==> src/rtl/wb_regfile.sv <==
// wb_regfile: write-back result select, register file with bypassed reads, debug read and retire stats
module wb_regfile #(
    parameter int DATA_W = 32,
    parameter int ADDR_W = 5,
    parameter int CNT_W  = 32,
    parameter int BYPASS = 1
) (
    input  logic              clk,
    input  logic              rst_n,
    input  logic              RegWriteW,
    input  logic              MemtoRegW,
    input  logic [DATA_W-1:0] ALUOutW,
    input  logic [DATA_W-1:0] ReadDataW,
    input  logic [ADDR_W-1:0] WriteRegW,
    input  logic [ADDR_W-1:0] A1,
    input  logic [ADDR_W-1:0] A2,
    output logic [DATA_W-1:0] RD1,
    output logic [DATA_W-1:0] RD2,
    output logic [DATA_W-1:0] ResultW,
    input  logic [ADDR_W-1:0] DbgAddr,
    output logic [DATA_W-1:0] DbgData,
    output logic [CNT_W-1:0]  WbCount,
    output logic [ADDR_W-1:0] WbLastReg
);
    localparam int N = 1 << ADDR_W;

    logic [DATA_W-1:0] regs_q [N];
    logic [DATA_W-1:0] regs_d [N];
    logic [CNT_W-1:0]  cnt_q, cnt_d;
    logic [ADDR_W-1:0] last_q, last_d;
    logic              wr_en;

    // result select, commit enable and next-state of array and stats
    always_comb begin
        ResultW = MemtoRegW ? ReadDataW : ALUOutW;
        wr_en   = RegWriteW && (WriteRegW != '0);
        regs_d  = regs_q;
        if (wr_en) regs_d[WriteRegW] = ResultW;
        regs_d[0] = '0;
        cnt_d   = wr_en ? cnt_q + CNT_W'(1) : cnt_q;
        last_d  = wr_en ? WriteRegW : last_q;
    end

    // read ports; register 0 reads zero and bypass makes a same-cycle write visible
    always_comb begin
        RD1       = (A1 == '0) ? '0 : (BYPASS != 0 && wr_en && A1 == WriteRegW) ? ResultW : regs_q[A1];
        RD2       = (A2 == '0) ? '0 : (BYPASS != 0 && wr_en && A2 == WriteRegW) ? ResultW : regs_q[A2];
        DbgData   = regs_q[DbgAddr];
        WbCount   = cnt_q;
        WbLastReg = last_q;
    end

    // state registers with asynchronous clear
    always_ff @(posedge clk or negedge rst_n) begin
        if (!rst_n) begin
            for (int i = 0; i < N; i++) regs_q[i] <= '0;
            cnt_q  <= '0;
            last_q <= '0;
        end else begin
            regs_q <= regs_d;
            cnt_q  <= cnt_d;
            last_q <= last_d;
        end
    end
endmodule

==> config.mk <==
export PLATFORM = sky130hd
export DESIGN_NAME = wb_regfile
export DESIGN_NICKNAME = d
export VERILOG_FILES = /design/src/rtl/wb_regfile.sv
export SDC_FILE = /design/constraint.sdc
export NUM_CORES = 2
export LEC_CHECK = 0
export ABC_AREA = 1
export CAP_MARGIN = 10
export CORE_MARGIN = 5
export CORE_UTILIZATION = 45
export CTS_BUF_LIST = sky130_fd_sc_hd__clkbuf_8
export CTS_CLUSTER_SIZE = 25
export DETAILED_ROUTE_END_ITERATION = 12
export SLEW_MARGIN = 20
export SYNTH_ARGS = -nofsm -noshare
export SYNTH_HDL_FRONTEND = slang
export SYNTH_SLANG_ARGS = --single-unit
==> constraint.sdc <==
create_clock -name clk -period 4.7 [get_ports clk]
set_input_delay 0.94 -clock clk [delete_from_list [all_inputs] [get_ports clk]]
set_output_delay 0.94 -clock clk [all_outputs]
set_load 0.03 [all_outputs]
==> summary.md <==
| Metric | Value |
|---|---|
| Final worst path period share | `a little under 100%` |
| Post-route ant nets | `0` |
| Syn Area/Cell | `about 6.3 µm²` |
| CTS buffer count | `191` |
| Die X-Extent | `401 µm` |
| Leakage power | `37.3 nW` |
| Power Density | `391 mW/mm²` |
| Fin area | `0.0789 mm²` |
| Syn Nets | `roughly 11000` |
| Pre-CTS WS | `~0.23 ns` |
| First-pass DRT Iterations | `9` |
| Clock sink count | `slightly above 1000` |
| Final nets | `10800` |
| Peak supply drop | `between 200 and 300 µV` |
| Total number of vias | `79900` |
| Crit Path Category | `in2out` |
| Synth top area share | `37.4%` |
| Synthesized flop and latch total | `1029` |
| Post-Route WL | `345 mm` |
| CTS tree | `done` |
| Placed instance count | `12500` |
| Initial Util | `45.3%` |
| Vias in the first global route | `73700` |
| Post-CTS setup buffers | `0` |
| Ys Warns | `0` |
| Layout Cells excl Fill | `~13000` |
| Slew HR | `16.9%` |
| Iter 0 DRT Violations | `12500` |
| Placed cell areas | `approximately 0.075 mm²` |
| Run status | `completed` |
| Vias per Instance | `6.19` |
| Port-buffer cells | `252` |
| DP HPWL | `between 200 and 250 mm` |
| Layout cells sized above 1 | `7.50%` |
| Critical path data arrival time | `3.72 ns` |
| Dominant cells by area after synthesis | `dfrtp_1 (37%), nand2_1 (19%), nand3_1 (17%)` |
| Final min period | `4.66 ns` |
| Final hold vios | `0` |
| # DRC | `0` |
| Global-route wire length before repair | `between 500 and 600 mm` |
| Critical Path Max Stage Delay | `roughly 0.74 ns` |
| Largest net degree at the start of global routing | `138` |
| Worst path slowest cell | `clkdlybuf4s50_1` |
| Worst skew pair latency | `0.93 ns` |
| Largest area contributor in the netlist | `dfrtp_1` |
| Grt ovf | `0` |
| Most frequent cells in the layout | `nand2_1 (3541), nand3_1 (2323), o21ai_0 (1190)` |
| Cells along the critical path | `clkdlybuf4s50_1 -> inv_1 -> nand2_1 -> nand4_1 -> nor3_1 -> nand2_2 -> inv_2 -> nand2_1 -> nand2_1 -> buf_12` |
| Num rows | `between 100 and 150` |
| Core box area | `0.152 mm²` |
| Placer Congestion | `0.971` |
| Nature of the critical path startpoint | `primary input` |
| Register area share after synthesis | `37.4%` |
| Post-Syn Area | `0.0688 mm²` |
| Commonest non-fill, non-tap cell in the layout | `nand2_1` |
| CTS root buffer | `clkbuf_8` |
| Die Y | `401 µm` |
| Worst endpoint required time | `3.76 ns` |
| HP Class | `in2async` |
| DIE AREA | `around 0.16 mm²` |
| Wire per inst | `roughly 27 µm` |
| Worst-path clk slew | `0.06 ns` |
| Synth cell types | `30` |
| CTS H-tree lvls | `4` |
| P&R area growth vs syn | `14.6%` |
| Critical Path Most Common Cell | `nand2_1` |
| Final setup margin | `around 0.043 ns` |
| # setup viols final | `0` |
| Total GRT Usage | `41.3%` |
| CP Capture Type | `output pin` |
| Ports | `approximately 250` |
| Max-slew violation count | `0` |
| CTS max path bufs | `3` |
| Initial antenna violation count | `16` |
| Max-cap violations | `0` |
| Worst slew pin tran | `1.25 ns` |
| Critical path fanouts, max | `32` |
| Fmax | `215 MHz` |
| Post-route clock skew | `about 0.014 ns` |
| Mapped Cells | `~11000` |
| Unrepaired setup endpoints after global routing | `no` |
| Setup TNS | `0 ns` |
| CTS hold repair buffers | `0` |
-- path summary, 6_finish.rpt --
path                            slack, ns  cells past startpoint    startpoint          end
max in group asynchronous            3.19                      3         rst_n  regs_q[610]
min in group clk                     0.48                      2   regs_q[435]  regs_q[435]
worst min register to register       0.48                      2   regs_q[435]  regs_q[435]
worst max register to register       2.83                      8    WbCount[0]  WbCount[24]
worst min-delay path                 0.04                      1         rst_n    regs_q[5]
worst max-delay path                 0.04                     10  WriteRegW[0]      RD2[20]
-- metal layers --
| metal | GRT usage (%) | vias to the layer above | routed length [µm] |
|---|---|---|---|
| met4 | 26.7 | 12 | 27000 |
| li1 | - | 35100 | - |
| met2 | 57.5 | 6382 | 136000 |
| met1 | 53.9 | 37000 | 128000 |
| met5 | 0 | - | 89 |
| met3 | 15.0 | 1380 | 54200 |
-- per-stage QoR --
stage / power (mW) / hold slack, ns / util [%]
2_1_floorplan: 17.9 / 0.453 / -
3_3_place_gp: 21.2 / 0.456 / 49.3
3_5_place_dp: 21.5 / 0.473 / 49.3
4_1_cts: 30.6 / 0.0968 / 51.8
5_1_grt: 32.5 / 0.132 / 51.8
6_report: 30.8 / 0.0448 / 51.9
-- Yosys cell counts (all sizes together) --
| master | instances |
|---|---|
| a21oi | 232 |
| a31oi | 217 |
| buf | 338 |
| clkbuf | 574 |
| clkinv | 1 |
| dfrtp | 1029 |
| ha | 1 |
| inv | 1086 |
| nand2 | 3552 |
| nand3 | 2325 |
| nand3b | 3 |
| nand4 | 5 |
| nor2 | 71 |
| nor3 | 16 |
| nor4 | 3 |
| o211ai | 101 |
| o21ai | 1265 |
| o21bai | 1 |
| xnor2 | 6 |
| xor2 | 16 |
-- critical path, delay by kind of cell --
kind / cells / cell delay [ns]
and+or+nand+nor: 6 / 1.09
buffers and inverters: 4 / 1.63
-- area by class of cell --
| type | count | area, µm² |
|---|---|---|
| fill | 15300 | 73200 |
| clock inverter | 105 | 614 |
| sequential | 1029 | 25700 |
| multi-input combinational | 7814 | 35500 |
| tap | 2030 | 2540 |
| clock buffer | 240 | 3300 |
| antenna | 15 | 37.5 |
| timing repair buffer | 573 | 6960 |
| inverter | 1087 | 4160 |
-- flip-flops by register name, summed over array words and instances, names as in the netlist --
name,count
WbCount,32
WbLastReg,5
regs_q,992
-- kinds of logic (layout without fill, tap and decap cells) --
family | Yosys count | in the layout | share of synthesized area, %
AO/OA/AOI/OAI | 1816 | 1816 | 14.0
XOR/XNOR | 22 | 22 | 0.280
adder cells (fa/ha/maj) | 1 | 1 | 0.0182
buffers and inverters | 1999 | 2005 | 11.3
flip-flops | 1029 | 1029 | 37.4
other | 0 | 15 | 0
AND/OR/NAND/NOR | 5975 | 5975 | 37.0
-- timing repair --
action / 4_1_cts / 5_1_grt
hold endpoints to repair: 0 / 0
gates resized for setup: 0 / 1
setup endpoints to repair: 0 / 2
-- where the power goes --
| part | internal (mW) | switching [mW] |
|---|---|---|
| sequential | 10.8 | 0.923 |
| combinational | 3.13 | 6.79 |
| clock | 4.85 | 4.30 |
| total | 18.8 | 12.0 |
Power figures use the tool's default switching activity.
